## src/rtl/uart_byte_streamer.sv

```systemverilog
// rtl/uart_byte_streamer.sv - 8N1 UART serializer for the repeater byte stream with per-number byte counting
module uart_byte_streamer #(
  parameter int CLOCK_FREQ  = 100_000_000,
  parameter int BAUD_RATE   = 115_200,
  parameter int BITS_IN_NUM = 4096
) (
  input  logic                                 clk_in,
  input  logic                                 rst_in,
  input  logic [7:0]                           data_in,
  input  logic                                 valid_in,
  output logic                                 request_next_byte_out,
  output logic                                 tx_out,
  output logic                                 busy_out,
  output logic [$clog2(BITS_IN_NUM/8)-1:0]     byte_count_out,
  output logic                                 num_done_out
);

  localparam int CPB           = CLOCK_FREQ / BAUD_RATE;
  localparam int BYTES_PER_NUM = BITS_IN_NUM / 8;
  localparam int CNT_W         = $clog2(CPB);
  localparam int CW            = $clog2(BYTES_PER_NUM);

  typedef enum logic [1:0] {IDLE, START, DATA, STOP} state_t;

  state_t           state, state_n;
  logic [CNT_W-1:0] bit_cnt, bit_cnt_n;
  logic [2:0]       bit_idx, bit_idx_n;
  logic [7:0]       shift_q, shift_n;
  logic             tx_n;
  logic [CW-1:0]    count_n;
  logic             wrap_q, wrap_n;
  logic             done_n;
  logic             last_bit;
  logic             accept;

  assign last_bit = (bit_cnt == CNT_W'(CPB - 1));
  // Gated by reset so the upstream stage never sees a request while held in reset.
  assign accept = rst_in && valid_in &&
                  ((state == IDLE) || ((state == STOP) && last_bit));
  assign request_next_byte_out = accept;
  assign busy_out = (state != IDLE);

  always_ff @(posedge clk_in or negedge rst_in) begin
    if (!rst_in) begin
      state          <= IDLE;
      bit_cnt        <= '0;
      bit_idx        <= '0;
      shift_q        <= '0;
      tx_out         <= 1'b1;
      byte_count_out <= '0;
      wrap_q         <= 1'b0;
      num_done_out   <= 1'b0;
    end else begin
      state          <= state_n;
      bit_cnt        <= bit_cnt_n;
      bit_idx        <= bit_idx_n;
      shift_q        <= shift_n;
      tx_out         <= tx_n;
      byte_count_out <= count_n;
      wrap_q         <= wrap_n;
      num_done_out   <= done_n;
    end
  end

  always_comb begin
    state_n   = state;
    bit_cnt_n = last_bit ? '0 : bit_cnt + CNT_W'(1);
    bit_idx_n = bit_idx;
    shift_n   = shift_q;
    tx_n      = tx_out;
    count_n   = byte_count_out;
    wrap_n    = wrap_q;
    done_n    = 1'b0;

    case (state)
      IDLE: begin
        bit_cnt_n = '0;
        tx_n      = 1'b1;
      end
      START: begin
        if (last_bit) begin
          tx_n      = shift_q[0];
          shift_n   = {1'b1, shift_q[7:1]};
          bit_idx_n = '0;
          state_n   = DATA;
        end
      end
      DATA: begin
        // shift_q[0] always holds the bit that follows the one on the line.
        if (last_bit) begin
          shift_n = {1'b1, shift_q[7:1]};
          if (bit_idx == 3'd7) begin
            tx_n    = 1'b1;
            state_n = STOP;
          end else begin
            tx_n      = shift_q[0];
            bit_idx_n = bit_idx + 3'd1;
          end
        end
      end
      STOP: begin
        if (last_bit) begin
          done_n  = wrap_q;
          state_n = IDLE;
        end
      end
      default: state_n = IDLE;
    endcase

    // A chained accept overrides the STOP exit but keeps the completing byte's done pulse.
    if (accept) begin
      shift_n   = data_in;
      tx_n      = 1'b0;
      bit_cnt_n = '0;
      state_n   = START;
      count_n   = byte_count_out + CW'(1);
      wrap_n    = (byte_count_out == CW'(BYTES_PER_NUM - 1));
    end
  end

endmodule
```

## config.mk

```make
export PLATFORM = sky130hd
export DESIGN_NAME = uart_byte_streamer
export DESIGN_NICKNAME = d
export VERILOG_FILES = /design/src/rtl/uart_byte_streamer.sv
export SDC_FILE = /design/constraint.sdc
export NUM_CORES = 1
export LEC_CHECK = 0
export BUFFER_PORTS_ARGS = -buffer_cell sky130_fd_sc_hd__buf_2
export CAP_MARGIN = 10
export CORE_MARGIN = 4
export CORE_UTILIZATION = 25
export CTS_BUF_LIST = sky130_fd_sc_hd__clkbuf_16
export DETAILED_ROUTE_END_ITERATION = 16
export GPL_ROUTABILITY_DRIVEN = 0
export HOLD_SLACK_MARGIN = 0.15
export PLACE_DENSITY = 0.48
export SYNTH_ARGS = -nofsm -noshare
export SYNTH_HDL_FRONTEND = slang
export SYNTH_SLANG_ARGS = --single-unit
```

## constraint.sdc

```tcl
create_clock -name clk_in -period 3.93 [get_ports clk_in]
set_input_delay 0.393 -clock clk_in [delete_from_list [all_inputs] [get_ports clk_in]]
set_output_delay 0.393 -clock clk_in [all_outputs]
set_load 0.03 [all_outputs]
```

==> out/metrics.sh <==
DETAIL-ROUTE-ANTENNA-NETS=0
SYNTH-WARNING-COUNT=0
MAXIMUM_NUMBER_OF_PINS_ON_ONE_NET_BEFORE_GLOBAL_ROUTE_REPAIR=36
TIMING_HOLD_VIOLATIONS_FINAL=0
POST_CTS_BUFFERS=0
COMBPWRFRAC_PCT=34.2
ROUTEDWLPERCELL_UM=13.6
NUMBER_OF_DISTINCT_LIBRARY_CELLS_AFTER_SYNTHESIS=40
I_O_PINS=24
IRDROPWORSTVDD_mV=0.245
FINAL_MAX_SLEW_VIOL_COUNT=0
NUMBER_OF_GLOBAL_ROUTE_VIAS_BEFORE_REPAIR=1381
POST_CTS_RESIZED=0
PWR-SHARE-CLK_PCT=29.9
YOSYS-TOP-CELLS-AREA='sky130_fd_sc_hd__dfrtp_1 (44%), sky130_fd_sc_hd__mux2_4 (7.0%), sky130_fd_sc_hd__ha_1 (5.8%)'
HP-CLASS='input pin to async pin'
DRT_PRE_ANTENNA_ITERS=4
TIMING.CRITICAL_PATH.SLOWEST_STAGE_CELL='sky130_fd_sc_hd__ha_1'
CRIT_PATH_MAX_FANOUT=13
OVERALL_DIE_WIDTH_UM=95.8
WORST_SLEW_MARGIN_REL_PCT=68.4
DOMINANTREGCELLSYNTH='sky130_fd_sc_hd__dfrtp_1'
DIE_Y_UM=95.8
CRIT_BUF_INV=3
SYNTHTOLAYOUTAREAGROWTH_PCT=19.7
SYNTH_EDF_COUNT=0
CRITPATHARRIVALTIME_NS=2.21
SWSHARE_PCT=34.6
WORST_SETUP_PATH_START_KIND='flop'
STD_CELL_ROWS=31
SYNTH_SEQ_CELLS=35
VIA_COUNT=1381
DRTITER0DRC=43
PATH_CLK_SLEW_NS=0.06
CRITPATHREQUIREDTIME_NS=3.54
P_LEAK_nW=1.11
GRT_SETUP_UNREPAIRED='no'
PLACE_HPWL_UM=2860
SETUP.REG_TO_REG.WORST_SLACK_NS=1.78
DRIVE_GT1_SHARE_PCT=28.6
GRT-OVFL-TOTAL=0
POWER_SWITCHING_mW=0.528
GRT_FIRST_PASS_WIRELENGTH_UM=6790
FINAL_SETUP_VIOLATION_COUNT=0
LAYOUT_SETUP_WS_NS=1.33
FLOORPLAN.DIE_AREA_UM2=9170
NETLIST.TOP_CELL.BY_AREA='sky130_fd_sc_hd__dfrtp_1'
FLOORPLAN.INITIALDENSITY_PCT=26.1
AVGSYNTHCELLAREA_UM2=11.1
CP_SLOWEST_STAGE_DELAY_NS=0.45
ASYNC_S_R_FF_SHARE_SYNTH_PCT=100
TIMING.FMAX_MHz=384
SYNTH_LARGEST_TYPE_AREA_FRACTION_PCT=44.2
DESIGN_AREA_UM2=2300
SHARE_SEQ_OF_TOTAL_POWER_PCT=36.0
CTS_ROOT_BUFFER='sky130_fd_sc_hd__clkbuf_16'
TIMING.SETUP.CRITICAL_PATH_CLASS='flop to primary output'
CTS_BUFFERS=5
STDCELL_COUNT=298
AREA_AFTER_DPL_UM2=2140
GLOBAL_ROUTING_USAGE_SUMMED_ACROSS_ALL_ROUTING_LAYERS_PCT=9.67
DIODES=0
CELLINTERNALPOWER_mW=0.999
GRT_ANTENNA_BEFORE_REPAIR=0
MAX_CAP_VIOL_COUNT=0
DRC=0
CLOCKBUFFERDEPTH=2
CLKLATENCYLATEPIN_NS=0.28
FINISH.NET_COUNT=218
COMBINED_AREA_OF_ALL_SYNTHESIZED_CELLS_UM2=1930
CELLPOWERDENSITY_nW_PER_UM2=662
HOLD_BUFFERS=0
N_FILL_CELL=776
AVGVIACOUNTPERCELL=4.63
CELL_COUNT_AFTER_SYNTHESIS=173
SETUP-TNS-FINAL_NS=0
SYN-NUM-NETS=193
POST-PLACE-WS_NS=1.60
FIN_CRIT_NS=2.60
PATH_DELAY_FAMILY='buffers and inverters'
CLOCK_TREE.HTREE_LEVEL_COUNT=2
PLACEABLECOREAREA_UM2=7370
TRITONCTS_CLOCK_TREE='done'
WIRELENGTH_UM=4040
STATUS='complete, no violations'
CRIT_SHARE_POST_ROUTE_PCT=66.2
CLOCK_SINK_COUNT=35
PATH_CELLS='inv_1, ha_1, and3_1, a21oi_4, inv_2, buf_2'
TIGHTEST_SLEW_NS=0.473
BUFFER_PORTS.INSERTED=23
SYNTH.YOSYS.SEQ_AREA_SHARE_PCT=45.5
TIMING.CLOCK.SKEW_NS=0.00775
CP-END-KIND='primary output'
HOLD_WS_NS=0.229
DPL.CELL_COUNT=290
## layer usage
layer	global-route usage, %	up-vias	wire length [µm]
met3	2.81	3	191
li1	-	673	-
met4	2.13	0	18
met2	15.2	36	1880
met5	0	-	0
met1	13.2	669	1950
## synth_stat cells (2+ instances only)
master and count:
sky130_fd_sc_hd__a211oi_1 2, sky130_fd_sc_hd__a21oi_1 8, sky130_fd_sc_hd__and3_1 8, sky130_fd_sc_hd__buf_6 2
sky130_fd_sc_hd__clkbuf_1 3, sky130_fd_sc_hd__dfrtp_1 34, sky130_fd_sc_hd__ha_1 9, sky130_fd_sc_hd__inv_1 4
sky130_fd_sc_hd__mux2_2 9, sky130_fd_sc_hd__mux2_4 9, sky130_fd_sc_hd__nand2_1 5, sky130_fd_sc_hd__nand2b_1 2
sky130_fd_sc_hd__nand3_1 17, sky130_fd_sc_hd__nand4_1 6, sky130_fd_sc_hd__nand4b_1 2, sky130_fd_sc_hd__nor2_1 6
sky130_fd_sc_hd__nor3_1 10, sky130_fd_sc_hd__nor4b_1 2, sky130_fd_sc_hd__xnor2_1 5, sky130_fd_sc_hd__xor2_1 10
## flip-flops by register name, summed over array words and instances (netlist names)
name	cells
bit_cnt	10
bit_idx	3
byte_count_out	9
num_done_out	1
shift_q	8
state	2
tx_out	1
wrap_q	1
## worst reg2reg max path: stages, from the launching register on
cell                      delay [ns]
sky130_fd_sc_hd__dfrtp_1        0.43
sky130_fd_sc_hd__inv_1          0.10
sky130_fd_sc_hd__ha_1           0.45
sky130_fd_sc_hd__and3_1         0.35
sky130_fd_sc_hd__a21oi_4        0.07
sky130_fd_sc_hd__inv_2          0.26
sky130_fd_sc_hd__mux2_2         0.37
## metrics by stage
stage | util [%] | power (mW)
after global placement | 29.0 | 1.08
after floorplan | - | 0.948
after detailed placement | 29.0 | 1.08
final | 31.3 | 1.53
after CTS | 31.3 | 1.54
after global routing | 31.3 | 1.62
## power by group through the flow
stage | Clock [mW] | Sequential (mW) | Combinational, mW
after global placement | 0 | 0.555 | 0.525
after global routing | 0.475 | 0.563 | 0.582
after detailed placement | 0 | 0.555 | 0.525
after CTS | 0.465 | 0.550 | 0.529
final | 0.456 | 0.549 | 0.522
after floorplan | 0 | 0.583 | 0.366
## cell type report
class	instances	area, µm²	share of cell area [%]
repair buffers	25	130	5.65
clock buffers	5	125	5.43
flip-flops and latches	35	877	38.1
clock inverters	3	42.5	1.85
multi-input cells	126	987	42.8
well taps	99	124	5.37
inverters	5	18.8	0.814
## layout by cell type, fill, tap and decap left out, types with 4 or more instances in the layout
| cell type | count |
|---|---|
| sky130_fd_sc_hd__nor3_1 | 10 |
| sky130_fd_sc_hd__nand4_1 | 6 |
| sky130_fd_sc_hd__dfrtp_1 | 34 |
| sky130_fd_sc_hd__buf_2 | 23 |
| sky130_fd_sc_hd__and3_1 | 8 |
| sky130_fd_sc_hd__xor2_1 | 10 |
| sky130_fd_sc_hd__inv_1 | 4 |
| sky130_fd_sc_hd__ha_1 | 9 |
| sky130_fd_sc_hd__clkbuf_16 | 5 |
| sky130_fd_sc_hd__mux2_2 | 9 |
| sky130_fd_sc_hd__mux2_4 | 9 |
| sky130_fd_sc_hd__xnor2_1 | 5 |
| sky130_fd_sc_hd__nand3_1 | 17 |
| sky130_fd_sc_hd__a21oi_1 | 8 |
| sky130_fd_sc_hd__nor2_1 | 6 |
| sky130_fd_sc_hd__nand2_1 | 5 |
## final timing paths
path | startpoint | to | cells past startpoint
max in group asynchronous | rst_in | tx_out | 2
min in group clk_in | data_in[7] | shift_q[7] | 2
worst min register to register | byte_count_out[6] | byte_count_out[6] | 1
worst min-delay path | rst_in | bit_cnt[2] | 2
worst max register to register | state[0] | shift_q[1] | 6
worst max-delay path | state[0] | request_next_byte_out | 6
## cell families after synthesis
family	synth area share [%]
mux	12.3
buf+inv	3.18
compound gates	6.30
flops	45.5
xor+xnor	6.82
fa+ha+maj	5.85
simple gates	20.0
Power figures use the tool's default switching activity.
